**src/rtl/mult_div_unit_pkg.sv**
```systemverilog
// Shared definitions for the iterative multiply/divide unit: FUNCT codes and FSM states.
package mult_div_unit_pkg;

  localparam int unsigned FunctW = 6;

  localparam logic [FunctW-1:0] FunctMult  = 6'b011000;
  localparam logic [FunctW-1:0] FunctMultu = 6'b011001;
  localparam logic [FunctW-1:0] FunctDiv   = 6'b011010;
  localparam logic [FunctW-1:0] FunctDivu  = 6'b011011;

  typedef enum logic [1:0] {
    MduIdle = 2'b00,
    MduMul  = 2'b01,
    MduDiv  = 2'b10,
    MduDone = 2'b11
  } mdu_state_e;

  function automatic logic is_mdu_funct(logic [FunctW-1:0] f);
    return (f == FunctMult) || (f == FunctMultu) || (f == FunctDiv) || (f == FunctDivu);
  endfunction

  function automatic logic is_signed_funct(logic [FunctW-1:0] f);
    return (f == FunctMult) || (f == FunctDiv);
  endfunction

endpackage

```
**src/rtl/mdu_divider.sv**
```systemverilog
// Restoring shift-subtract divider on unsigned magnitudes, one quotient bit per step.
module mdu_divider #(
  parameter int unsigned Width = 32
) (
  input  logic             clk_i,
  input  logic             rst_i,
  input  logic             init_i,
  input  logic             step_i,
  input  logic [Width-1:0] dividend_i,
  input  logic [Width-1:0] divisor_i,
  output logic [Width-1:0] quotient_o,
  output logic [Width-1:0] remainder_o
);

  logic [Width:0]   rem_q, rem_d;
  logic [Width-1:0] quo_q, quo_d;
  logic [Width-1:0] dvs_q;
  logic [Width:0]   shifted;
  logic [Width:0]   diff;
  logic             fits;

  always_comb begin
    shifted = {rem_q[Width-1:0], quo_q[Width-1]};
    diff    = shifted - {1'b0, dvs_q};
    // A set carry-out from the previous shift means the subtraction always fits.
    fits    = rem_q[Width] | ~diff[Width];
    rem_d   = fits ? diff : shifted;
    quo_d   = {quo_q[Width-2:0], fits};
  end

  // Next-step values let the owner capture the final result on the last step edge.
  assign quotient_o  = quo_d;
  assign remainder_o = rem_d[Width-1:0];

  always_ff @(posedge clk_i) begin
    if (rst_i) begin
      rem_q <= '0;
      quo_q <= '0;
      dvs_q <= '0;
    end else if (init_i) begin
      rem_q <= '0;
      quo_q <= dividend_i;
      dvs_q <= divisor_i;
    end else if (step_i) begin
      rem_q <= rem_d;
      quo_q <= quo_d;
    end
  end

endmodule

```
**src/rtl/mult_div_unit.sv**
```systemverilog
// EX-stage multi-cycle MULT/MULTU/DIV/DIVU unit; busy stalls the pipe, done pulses with {hi, lo}.
module mult_div_unit
  import mult_div_unit_pkg::*;
#(
  parameter int unsigned DATA_W = 32
) (
  input  logic              clk,
  input  logic              rst,
  input  logic              start,
  input  logic [FunctW-1:0] funct,
  input  logic [DATA_W-1:0] operand_a,
  input  logic [DATA_W-1:0] operand_b,
  input  logic              flush,
  output logic              busy,
  output logic              done,
  output logic [DATA_W-1:0] result_hi,
  output logic [DATA_W-1:0] result_lo
);

  localparam int unsigned CntW = $clog2(DATA_W);
  localparam logic [CntW-1:0] LastCnt = CntW'(DATA_W - 1);

  mdu_state_e          state_q;
  logic [CntW-1:0]     cnt_q;
  logic                busy_q, done_q;
  logic [DATA_W-1:0]   result_hi_q, result_lo_q;
  logic [2*DATA_W-1:0] prod_q, prod_d;
  logic [DATA_W-1:0]   mcand_q;
  logic                neg_res_q, neg_rem_q, div_zero_q;

  logic              op_signed, op_is_div, accept, last_step;
  logic              a_neg, b_neg;
  logic [DATA_W-1:0] abs_a, abs_b;
  logic [DATA_W:0]   add_sum;
  logic [2*DATA_W-1:0] mul_res;
  logic [DATA_W-1:0] div_q, div_r, quo_fix, rem_fix;

  always_comb begin
    op_signed = is_signed_funct(funct);
    op_is_div = (funct == FunctDiv) || (funct == FunctDivu);
    accept    = ((state_q == MduIdle) || (state_q == MduDone)) && start && !flush &&
                is_mdu_funct(funct);
    a_neg     = op_signed & operand_a[DATA_W-1];
    b_neg     = op_signed & operand_b[DATA_W-1];
    abs_a     = a_neg ? -operand_a : operand_a;
    abs_b     = b_neg ? -operand_b : operand_b;
    last_step = (cnt_q == LastCnt);
  end

  // Shift-add: multiplier sits in the low half and drains out as the product fills in.
  always_comb begin
    add_sum = {1'b0, prod_q[2*DATA_W-1:DATA_W]} + {1'b0, (prod_q[0] ? mcand_q : '0)};
    prod_d  = {add_sum, prod_q[DATA_W-1:1]};
    mul_res = neg_res_q ? -prod_d : prod_d;
  end

  mdu_divider #(
    .Width (DATA_W)
  ) u_divider (
    .clk_i       (clk),
    .rst_i       (rst),
    .init_i      (accept && op_is_div),
    .step_i      (state_q == MduDiv),
    .dividend_i  (abs_a),
    .divisor_i   (abs_b),
    .quotient_o  (div_q),
    .remainder_o (div_r)
  );

  // Divide by zero: quotient all ones; remainder already reproduces the dividend.
  always_comb begin
    quo_fix = div_zero_q ? '1 : (neg_res_q ? -div_q : div_q);
    rem_fix = neg_rem_q ? -div_r : div_r;
  end

  always_ff @(posedge clk) begin
    if (rst) begin
      state_q     <= MduIdle;
      cnt_q       <= '0;
      busy_q      <= 1'b0;
      done_q      <= 1'b0;
      result_hi_q <= '0;
      result_lo_q <= '0;
      prod_q      <= '0;
      mcand_q     <= '0;
      neg_res_q   <= 1'b0;
      neg_rem_q   <= 1'b0;
      div_zero_q  <= 1'b0;
    end else begin
      done_q <= 1'b0;
      case (state_q)
        MduIdle, MduDone: begin
          if (accept) begin
            state_q    <= op_is_div ? MduDiv : MduMul;
            busy_q     <= 1'b1;
            cnt_q      <= '0;
            prod_q     <= {{DATA_W{1'b0}}, abs_b};
            mcand_q    <= abs_a;
            neg_res_q  <= a_neg ^ b_neg;
            neg_rem_q  <= a_neg;
            div_zero_q <= (operand_b == '0);
          end else begin
            state_q <= MduIdle;
            busy_q  <= 1'b0;
          end
        end
        MduMul, MduDiv: begin
          if (flush) begin
            state_q <= MduIdle;
            busy_q  <= 1'b0;
          end else begin
            cnt_q <= cnt_q + CntW'(1);
            if (state_q == MduMul) begin
              prod_q <= prod_d;
            end
            if (last_step) begin
              state_q <= MduDone;
              busy_q  <= 1'b0;
              done_q  <= 1'b1;
              if (state_q == MduMul) begin
                result_hi_q <= mul_res[2*DATA_W-1:DATA_W];
                result_lo_q <= mul_res[DATA_W-1:0];
              end else begin
                result_hi_q <= rem_fix;
                result_lo_q <= quo_fix;
              end
            end
          end
        end
        default: begin
          state_q <= MduIdle;
          busy_q  <= 1'b0;
        end
      endcase
    end
  end

  assign busy      = busy_q;
  assign done      = done_q;
  assign result_hi = result_hi_q;
  assign result_lo = result_lo_q;

endmodule

```
**config.mk**
```make
export PLATFORM = sky130hd
export DESIGN_NAME = mult_div_unit
export DESIGN_NICKNAME = d
export VERILOG_FILES = /design/src/rtl/mult_div_unit_pkg.sv /design/src/rtl/mdu_divider.sv /design/src/rtl/mult_div_unit.sv
export SDC_FILE = /design/constraint.sdc
export NUM_CORES = 1
export LEC_CHECK = 0
export ABC_AREA = 1
export CORE_MARGIN = 3
export CORE_UTILIZATION = 36
export CTS_CLUSTER_SIZE = 8
export DETAILED_ROUTE_END_ITERATION = 10
export MAX_ROUTING_LAYER = met4
export PLACE_DENSITY = 0.54
export SKIP_CTS_REPAIR_TIMING = 1
export SYNTH_ARGS = -nofsm -noshare
export SYNTH_HDL_FRONTEND = slang
export SYNTH_SLANG_ARGS = --single-unit
```
**constraint.sdc**
```tcl
create_clock -name clk -period 4.55 [get_ports clk]
set_input_delay 0.91 -clock clk [delete_from_list [all_inputs] [get_ports clk]]
set_output_delay 0.91 -clock clk [all_outputs]
set_load 0.005 [all_outputs]
```
Word level (Yosys, flattened, before mapping):

Cells that the tools add are included.

* register bits after elaboration: 269
* input port bits: 74
* output and inout port bits: 66
* logic and storage cells: 92

* $add $sub $neg: 8
* equality and inequality tests: 12
* muxes and demuxes: 29
* bitwise operators: 7
* reduce and logical (&&, ||, !) cells: 22

Operators with widths (number)
* 32-bit 2-to-1 mux: 10
* 64-bit 2-to-1 mux: 4
* 32-bit negation: 4
* 64-bit one-hot mux with 2 select lines: 1
* 64-bit negation: 1
* 32-bit by 32-bit adder with 33-bit output: 1
* 33-bit 2-to-1 mux: 1
* 33-bit by 32-bit subtractor with 33-bit output: 1
* 32-bit zero test: 1
* 6-bit by 5-bit == test with 1-bit output, second input constant: 4
* 5-bit 2-to-1 mux: 2
* 5-bit one-hot mux with 2 select lines: 1
* 2-bit 2-to-1 mux: 4
* 1-bit logical OR: 6
* 2-bit != test, second input constant: 3
* 3-bit AND reduction: 2
* 2-bit OR reduction: 3
* 5-bit by 1-bit adder with 5-bit output, second input constant: 1
* 5-bit == test, second input constant: 1
* 2-bit == test, second input constant: 2
* 1-bit logical AND: 4
* 1-bit 2-to-1 mux: 4
* 2-bit one-hot mux with 2 select lines: 1
* 2-bit AND reduction: 2
* other kinds (11): 14

Depth between registers and ports, before layout:

Gate-level depths: netlist (run 1).

* word-level depth: 7
* depth in mapped cells: 31
* mapped depth without buffers: 30

By module:

A second synthesis (run 1) with hierarchy kept.

* cells, all modules: 3588
* area, all modules: 22016.1 um^2

By module, submodules not included
* mult_div_unit: instances 1, cells an instance 2450, area each 14552.7 um^2, sequential area each 3443.3 um^2
* mdu_divider: instances 1, cells an instance 1138, area each 7463.4 um^2, sequential area each 1941.9 um^2

Worst setup path after synthesis (run 1):

Ideal clock, no wire load.

* kind: register to register
* start point: reg u_divider.quo_q[31]
* end point: reg result_lo_q[30], in the netlist result_lo[30]
* library setup time: 0.120 ns
* arrival: 3.758 ns
* data required time: 4.430 ns
* slack: 0.673 ns
* cell stages (with the launch flop): 30
* buffers on the path: 1
* clock period less this slack: 3.877 ns
* cells stage by stage: dfxtp_1 inv_1 ha_1 fa_1 inv_1 nand2_1 nand2_1 nand3_1 nand2_2 nand2_2 nand2_4 nand2_4 nand3_2 nand3_4 inv_2 buf_6 ha_1 nand3_1 nor3_1 nand3_1 nor3_1 nand2_1 nand2_1 o21ai_0 nor2_1 o21ai_0 nor2_1 o21ai_0 a21oi_1 a21oi_1

* cells in the longest elaborated chain, start to end: 7

RTL lines
* start: declaration: RTL line mdu_divider.sv:16 `logic [Width-1:0] quo_q, quo_d;`
* start signal: assignment: RTL line mdu_divider.sv:42 `quo_q <= dividend_i;`
* start signal: assignment: RTL line mdu_divider.sv:46 `quo_q <= quo_d;`
* 33-bit by 32-bit subtractor with 33-bit output: RTL line mdu_divider.sv:24 `diff = shifted - {1'b0, dvs_q};`
* 1-bit inverter: RTL line mdu_divider.sv:26 `fits = rem_q[Width] | ~diff[Width];`
* 1-bit bitwise OR: RTL line mdu_divider.sv:26
* 32-bit negation: RTL line mult_div_unit.sv:72 `quo_fix = div_zero_q ? '1 : (neg_res_q ? -div_q : div_q);`
* 32-bit 2-to-1 mux (2 in series): RTL line mult_div_unit.sv:72
* 32-bit 2-to-1 mux: RTL line mult_div_unit.sv:120 `if (state_q == MduMul) begin`
* end signal: assignment: RTL line mult_div_unit.sv:122 `result_lo_q <= mul_res[DATA_W-1:0];`
* end signal: assignment: RTL line mult_div_unit.sv:125 `result_lo_q <= quo_fix;`
* end: declaration: RTL line mult_div_unit.sv:26 `logic [DATA_W-1:0] result_hi_q, result_lo_q;`

Every way passes these cells.
A chain may end at the register's enable or synchronous reset.

Final worst setup path (run 1):

* start point: reg u_divider.quo_q[31]
* end point: reg result_hi_q[14], in the netlist result_hi[14]

* cells in the longest elaborated chain, start to end: 7

RTL lines
* 33-bit by 32-bit subtractor with 33-bit output: RTL line mdu_divider.sv:24
* 1-bit inverter: RTL line mdu_divider.sv:26
* 1-bit bitwise OR: RTL line mdu_divider.sv:26
* 33-bit 2-to-1 mux *: RTL line mdu_divider.sv:27 `rem_d = fits ? diff : shifted;`
* 32-bit negation: RTL line mult_div_unit.sv:73 `rem_fix = neg_rem_q ? -div_r : div_r;`
* 32-bit 2-to-1 mux *: RTL line mult_div_unit.sv:73
* 32-bit 2-to-1 mux *: RTL line mult_div_unit.sv:120
* end signal: assignment: RTL line mult_div_unit.sv:121 `result_hi_q <= mul_res[2*DATA_W-1:DATA_W];`
* end signal: assignment: RTL line mult_div_unit.sv:124 `result_hi_q <= rem_fix;`
* end: declaration: RTL line mult_div_unit.sv:26

Every way passes the cells marked *; elsewhere a longest branch is shown, timed or not.

==> results of run 1 <==
-- sequential cells by signal, summed over array words and instances (netlist names) --
register	cells
busy	1
cnt_q	5
div_zero_q	1
done	1
mcand_q	32
neg_rem_q	1
neg_res_q	1
prod_q	64
result_hi	32
result_lo	32
state_q	2
u_divider.dvs_q	32
u_divider.quo_q	32
u_divider.rem_q	33
-- power groups by stage --
stage               sequential [uW]  clock (uW)  combinational, uW
finish                         2380        2910               1090
global route                   2380        3050               1180
CTS                            2380        2970               1060
detailed placement             2430           0               1060
global placement               2420           0               1060
floorplan                      2420           0                661
-- path summary, 6_finish.rpt --
kind / to / depth (start not counted)
max: result_hi[14]$_SDFFE_PP0P_ / 25
min: mcand_q[28]$_SDFFE_PP0P_ / 2
max reg2reg: result_hi[14]$_SDFFE_PP0P_ / 25
min reg2reg: mcand_q[28]$_SDFFE_PP0P_ / 2
-- metal layers --
| metal | vias to the layer above | GRT usage | part of all wire |
|---|---|---|---|
| met4 | 0 | 0.06510 | 0.021 |
| met5 | - | - | 0 |
| met1 | 10399 | 0.3803 | 0.47 |
| li1 | 10876 | - | - |
| met2 | 682 | 0.4320 | 0.45 |
| met3 | 99 | 0.03545 | 0.056 |
-- synth_stat cells (all sizes together), types with 2 or more instances --
library cell  number  area, sq um
nand2            746         2955
nor2             415         1628
inv              390         1464
a21oi            286         1458
o21ai            271         1386
dfxtp            269         5385
nand3            221         1129
clkbuf           102        382.9
ha                73        913.4
xor2              69        604.3
nor3              65        345.3
a31oi             43        269.0
nand4             38        237.7
o22ai             34        212.7
xnor2             33        289.0
buf               24        145.1
a22o              23        201.4
a22oi             20        150.1
or2               17        106.4
nor4              14        87.58
o31ai             12        90.09
nand3b             9        67.56
o211ai             9        67.56
o21a               9        67.56
o21bai             9        67.56
a21o               6        45.04
a221oi             6        52.55
clkinv             6        22.52
o221ai             3        26.28
fa                 2        40.04
-- through the flow --
stage / util / hold WS [ps] / setup TNS [ps] / setup slack [ps]
3_5_place_dp: 0.4071 / 446.1 / 0 / 224.6
4_1_cts: 0.4286 / 459.5 / 0 / 165.2
5_1_grt: 0.4294 / 485.0 / -53.81 / -23.46
3_3_place_gp: 0.4071 / 442.5 / 0 / 254.8
2_1_floorplan: - / 428.1 / 0 / 672.8
6_report: 0.4294 / 457.8 / 0 / 305.7
-- cell families after synthesis --
| family | Yosys count | share of synthesized area |
|---|---|---|
| fa+ha+maj | 75 | 0.04773 |
| compound gates | 738 | 0.2081 |
| xor+xnor | 102 | 0.04473 |
| buf+inv | 522 | 0.1009 |
| flops | 269 | 0.2696 |
| simple gates | 1527 | 0.3290 |
-- worst min-delay path, delay by kind of cell (launching register included) --
| kind | cells | cell delay [ps] |
|---|---|---|
| flip-flops | 1 | 320 |
| AO/OA/AOI/OAI | 1 | 50 |
| AND/OR/NAND/NOR | 1 | 50 |
-- cell type report --
type / instances / area, sq um / area share
clock inverter: 5 / 76.32 / 0.003271
multi-input combinational: 2442 / 12630 / 0.5411
sequential: 269 / 5386 / 0.2308
inverter: 396 / 1486 / 0.06370
tap: 739 / 924.6 / 0.03962
timing repair buffer: 183 / 1744 / 0.07474
clock buffer: 50 / 1091 / 0.04675
==> results.ini, run 1 <==
[outcome]
outcome = finished, final reports clean

[drt]
drt_iter0_drc = 2014
antenna_left = 0
wl_um = 81320
dr.pass1.iters = 5
wl_per_cell_um = 19.91
vias = 22056
vias_per_cell = 5.401
drc_errors = 0

[timing]
min_period_ps = 4244
post-route-period-util = 0.9328
relSlewSlack = 0.2730
slew_viol_final = 0
fin_skew_ps = 11.33
tightestPinTransition_ps = 1090
finalSetupViolCount = 0
hold_violations = 0
clock.fmax_ghz = 0.2356
rsz0062_at_grt = yes

[setup_path]
arrival_ps = 4680
crit_type = reg2reg
cpMostUsedCell = nand2_2
required_ps = 4980
critPathMaxStageDelay_ps = 590
reg2reg_from = u_divider.quo_q[31]$_SDFFE_PP0P_
end_kind = flip-flop
crit_fanout = 44
crit_path_start_kind = flip-flop
ff2ff_setup_slack_ps = 310
critical_path.top_delay_family = simple AND/OR/NAND/NOR gates
startpoint = u_divider.quo_q[31]$_SDFFE_PP0P_
crit_buf_inv = 3
crit_slowest_cell = buf_4

[global_routing]
grt_pass1_wl_um = 124300
track_usage = 0.2765
grt_antenna_before_repair = 3
grt_remaining_overflow = 0
grt_pass1_vias = 20517
grt_max_degree = 87

[yosys]
netlist_instances = 3233
yosysSeqAreaShare = 0.2696
ys_types = 54
synth_area_sq_um = 19970
synthFlopType = dfxtp_1
synth-edff-count = 0
synth-async-reset-ratio = 0
syn_avg_cell_area_sq_um = 6.178
synth_nets = 3382
yosys_warnings = 0
yosys_register_bits = 269

[job]
max_cap_viol_count = 0

[clock_tree]
clock_path_buffers = 3
clk_pin_slew_worst_paths_ps = 50
clk_latency_ps = 570
cts_made_buffers = 41
cts_tree = done
htreeDepth = 2
root_buffer = clkbuf_16
cts.sinks = 269

[finish]
final_cells = 4084
area_delta_synth_final_pct = 16.83
fin_nets = 3482
layout_common_cells = nand2_1, nor2_1, inv_1, a21oi_1, dfxtp_1
final_common_cell = nand2_1
diodes = 0
fillCellCount = 5845
postLayoutCellArea_sq_um = 23340
final_layout_size_suffix_gt1_frac = 0.06158

[floorplan]
fp-row-count = 85
die_width_um = 241.6
io_pins = 140
start_util = 0.3675
die_h_um = 241.6
core_area_sq_um = 54350
die-area_sq_um = 58350

[placement]
finalWeightedCongestion = 1.011
dp.cells = 4027
dp_hpwl_um = 63930
dpl_cell_area_sq_um = 22130
io_buffer_count = 139

[pwr]
p_int_uw = 4418
seq_power_share = 0.373
p_total_uw = 6375
p_clk_frac = 0.457
powerDensity_nw_per_um2 = 273.2
p_sw_frac = 0.3069
p_sw_uw = 1957
vdd_drop_max_uv = 232.8
p_leak_uw = 0.01077
combPwrFrac = 0.170

[min_path]
hold_path_startpoint = mcand_q[28]$_SDFFE_PP0P_
hp-class = reg2reg

Power figures use the tool's default switching activity.
==> run 2, diff against run 1 <==
- clock period: 4.55 -> 4 ns (I/O delays scaled with it)
==> run 2 against run 1 <==
Net effect: first-iteration DRC count fell by 5.7%; maximum frequency rose by 14%; hold slack got worse by 3.3 ps; design area rose by 3.0%; clock-buffer cell count fell by 3; core utilization rose by 1.3 points; setup slack got worse by 39 ps; register-to-register slack got worse by 40 ps; via count rose by 1.8%; wire length rose by 0.83%; cell count rose by 1.9%; die area did not move; largest power group unchanged.
==> results.ini, run 2 (synthesized netlist as in run 1, its figures left out) <==
[timing]
post-route-period-util = 0.9335
fin_skew_ps = 23.05
slew_viol_final = 0
finalSetupViolCount = 0
tightestPinTransition_ps = 1145
clock.fmax_ghz = 0.2678
hold_violations = 0
relSlewSlack = 0.2354
hold-worst-slack_ps = 454.5
min_period_ps = 3734

[drt]
wl_um = 82000
vias = 22449
wl_per_cell_um = 19.70
drt_iter0_drc = 1900
drc_errors = 0
dr.pass1.iters = 6
antenna_left = 0
vias_per_cell = 5.393

[min_path]
hold_depth = 2
hp-class = reg2reg

[placement]
dp_hpwl_um = 64580
dp.cells = 4109
io_buffer_count = 139
finalWeightedCongestion = 0.9377
dpl_cell_area_sq_um = 22750

[setup_path]
crit_slowest_cell = fa_2
cp_num_cells = 25
worstRegToRegCells = 25
required_ps = 4490
arrival_ps = 4230
crit_path_start_kind = flip-flop
end_kind = flip-flop
crit_type = reg2reg
crit_buf_inv = 4
critical_path.top_delay_family = simple AND/OR/NAND/NOR gates
cpMostUsedCell = nand2_2
critPathMaxStageDelay_ps = 380
crit_fanout = 27

[pwr]
p_total_uw = 7148
powerDensity_nw_per_um2 = 297.5
p_leak_uw = 0.01115
vdd_drop_max_uv = 273.8

[finish]
postLayoutCellArea_sq_um = 24030
layout_common_cells = nand2_1, nor2_1, inv_1, a21oi_1, dfxtp_1
final_common_cell = nand2_1
area_delta_synth_final_pct = 20.30
diodes = 0
largest_reg_flops = 64
final_layout_size_suffix_gt1_frac = 0.08937
reg_top3 = prod_q: 64 flops, u_divider.rem_q: 33 flops
fin_nets = 3565
regMostFlops = prod_q
final_cells = 4163

[global_routing]
grt_pass1_wl_um = 124900
grt_max_degree = 81
grt_antenna_before_repair = 1
track_usage = 0.2791
grt_remaining_overflow = 0
grt_pass1_vias = 20905

[floorplan]
fp-row-count = 85
io_pins = 140
core_area_sq_um = 54350
die-area_sq_um = 58350
die_width_um = 241.6
die_h_um = 241.6
start_util = 0.3675

[clock_tree]
cts_made_buffers = 40
clk_latency_ps = 580
cts.sinks = 269
root_buffer = clkbuf_16
htreeDepth = 2
cts_tree = done
clock_path_buffers = 3
clk_pin_slew_worst_paths_ps = 50

[outcome]
outcome = finished, final reports clean

[job]
max_cap_viol_count = 0

-- run 2: tightest hold or removal path, stage by stage, from the launching register on --
cell     delay [ps]
dfxtp_1         320
nand2_1          50
o21ai_0          50
-- run 2: final cells by class --
| class | instances | area (sq um) |
|---|---|---|
| clock buffer | 47 | 1037 |
| tap | 739 | 924.6 |
| inverter | 396 | 1489 |
| fill | 5781 | 30320 |
| sequential | 269 | 5388 |
| clock inverter | 3 | 55.05 |
| timing repair buffer | 267 | 2399 |
| multi-input combinational | 2442 | 12740 |
-- run 2: metal layers --
metal | share of wire | track usage | up-vias | wire length [um]
met4 | 0.028 | 0.08200 | 0 | 2314
met2 | 0.43 | 0.4198 | 779 | 35560
met3 | 0.069 | 0.04309 | 119 | 5624
met5 | 0 | - | - | 0
li1 | - | - | 11040 | -
met1 | 0.47 | 0.3862 | 10511 | 38500
-- run 2: final timing paths --
path,start,endpoint,slack [ps]
worst min-delay path,mcand_q[1]$_SDFFE_PP0P_,mcand_q[1]$_SDFFE_PP0P_,450
worst max register to register,u_divider.quo_q[31]$_SDFFE_PP0P_,result_hi[14]$_SDFFE_PP0P_,270
worst max-delay path,u_divider.quo_q[31]$_SDFFE_PP0P_,result_hi[14]$_SDFFE_PP0P_,270
worst min register to register,mcand_q[1]$_SDFFE_PP0P_,mcand_q[1]$_SDFFE_PP0P_,450
-- run 2: report_power, final --
part	switching, uW	total [uW]	internal [uW]
Sequential	11.1	2700	2690
Clock	1340	3160	1820
Combinational	866	1290	421
-- run 2: per-stage QoR --
stage / worst slack (ps) / TNS, ps / util
2_1_floorplan: 122.8 / 0 / -
3_3_place_gp: 21.78 / 0 / 0.4187
3_5_place_dp: 35.59 / 0 / 0.4187
4_1_cts: 12.16 / 0 / 0.4388
5_1_grt: -3.313 / -3.313 / 0.4422
6_report: 266.2 / 0 / 0.4422
==> run 3, diff against run 2 <==
- PLACE_DENSITY: 0.54 -> 0.51
==> run 3 against run 2 <==
Net effect: combinational power about the same; flip-flop and latch count unchanged; critical path depth unchanged; hold slack improved by 13 ps; design area decreased by 0.22%; setup slack got worse by 34 ps; maximum frequency decreased by 0.92%; clock-buffer cell count increased by 2; largest cell class unchanged; via count decreased by 1.1%.
==> results.ini, run 3 (synthesized netlist as in run 1, its figures left out) <==
[job]
max_cap_viol_count = 0

[timing]
rsz0062_at_grt = no
post-route-period-util = 0.9421
slew_viol_final = 0
min_period_ps = 3768
finalSetupViolCount = 0
clock.fmax_ghz = 0.2654
fin_skew_ps = 30.15
tightestPinTransition_ps = 758.5
finalSetupTns_ps = 0
hold_violations = 0
relSlewSlack = 0.4936

[pwr]
p_sw_frac = 0.3099
p_total_uw = 7259
combPwrFrac = 0.178
vdd_drop_max_uv = 244.4
p_leak_uw = 0.01113
seq_power_share = 0.373
p_sw_uw = 2249
p_int_uw = 5009
p_clk_frac = 0.449
powerDensity_nw_per_um2 = 302.7

[setup_path]
crit_path_start_kind = flip-flop
arrival_ps = 4210
crit_type = reg2reg
end_kind = flip-flop
crit_fanout = 3
required_ps = 4440

[drt]
antenna_left = 0
wl_um = 84440
wl_per_cell_um = 20.34
drc_errors = 0
vias = 22206
vias_per_cell = 5.350
dr.pass1.iters = 6
drt_iter0_drc = 1959

[clock_tree]
root_buffer = clkbuf_16
clk_latency_ps = 580
cts.sinks = 269
cts_tree = done
cts_made_buffers = 41
clock_path_buffers = 3
clk_pin_slew_worst_paths_ps = 50
htreeDepth = 2

[finish]
final_layout_size_suffix_gt1_frac = 0.08795
post-route-util = 0.4412
fin_nets = 3549
reg_top3 = prod_q: 64 flops, u_divider.rem_q: 33 flops
regMostFlops = prod_q
postLayoutCellArea_sq_um = 23980
final_common_cell = nand2_1
largest_reg_flops = 64
area_delta_synth_final_pct = 20.04
layout_common_cells = nand2_1, nor2_1, inv_1, a21oi_1, dfxtp_1

[floorplan]
die-area_sq_um = 58350
start_util = 0.3675
core_area_sq_um = 54350
die_h_um = 241.6
die_width_um = 241.6
fp-row-count = 85
io_pins = 140

[global_routing]
grt_pass1_wl_um = 127600
track_usage = 0.2861
grt_pass1_vias = 20793
grt_max_degree = 64
grt_remaining_overflow = 0
grt_antenna_before_repair = 0

[outcome]
outcome = finished, final reports clean

[min_path]
hp-class = reg2reg

[placement]
dp_hpwl_um = 66760
io_buffer_count = 139
dpl_cell_area_sq_um = 22650
finalWeightedCongestion = 0.9512

## run 3: power groups by stage
| stage | Sequential [uW] | Clock (uW) | Combinational (uW) |
|---|---|---|---|
| after floorplan | 2750 | 0 | 752 |
| after global placement | 2760 | 0 | 1240 |
| after detailed placement | 2760 | 0 | 1240 |
| after CTS | 2700 | 3340 | 1250 |
| after global routing | 2700 | 3430 | 1410 |
| final | 2700 | 3260 | 1290 |
## run 3: final timing paths
path	from	to	slack (ps)	depth (start not counted)
worst max-delay path	u_divider.quo_q[31]$_SDFFE_PP0P_	result_lo[24]$_SDFFE_PP0P_	230	25
worst min-delay path	result_lo[14]$_SDFFE_PP0P_	result_lo[14]$_SDFFE_PP0P_	470	2
worst max register to register	u_divider.quo_q[31]$_SDFFE_PP0P_	result_lo[24]$_SDFFE_PP0P_	230	25
worst min register to register	result_lo[14]$_SDFFE_PP0P_	result_lo[14]$_SDFFE_PP0P_	470	2
## run 3: worst max-delay path: stages (launching register included)
cell,delay [ps]
dfxtp_1,320
inv_1,50
ha_2,180
fa_2,390
inv_2,80
nand2_2,60
nand2_2,80
nand3_2,70
nand2_2,80
nand2_2,60
nand2_4,80
nand2_4,70
nand3_2,90
nand3_4,90
inv_2,90
ha_4,140
nand3_2,100
nor3_4,210
nand3_2,140
nor3_4,240
buf_6,130
nand4_1,110
o21ai_1,210
o21ai_0,90
o21ai_0,380
a31oi_1,130
## run 3: routing by layer
metal	routed length, um	global-route usage	part of all wire	up-vias
met3	4179	0.03190	0.049	90
met5	0	-	0	-
met4	1400	0.05870	0.017	0
met1	41270	0.4026	0.49	10451
li1	-	-	-	11008
met2	37590	0.4434	0.45	657
## run 3: through the flow
step | setup WS [ps] | std cells | hold WS, ps
finish | 231.7 | 4151 | 467.5
detailed placement | -23.28 | 4094 | 460.3
global placement | -3.545 | 4094 | 444.4
global route | 0.4539 | 4150 | 484.0
floorplan | 122.8 | 3233 | 428.1
CTS | -56.87 | 4148 | 470.6
## run 3: layout make-up
class                   count  area [sq um]
fillers                  5872         30370
clock buffers              49          1087
diodes                      1         2.502
well taps                 739         924.6
clock inverters             5         53.80
multi-input cells        2442         12750
inverters                 396          1486
flip-flops and latches    269          5386
repair buffers            250          2288
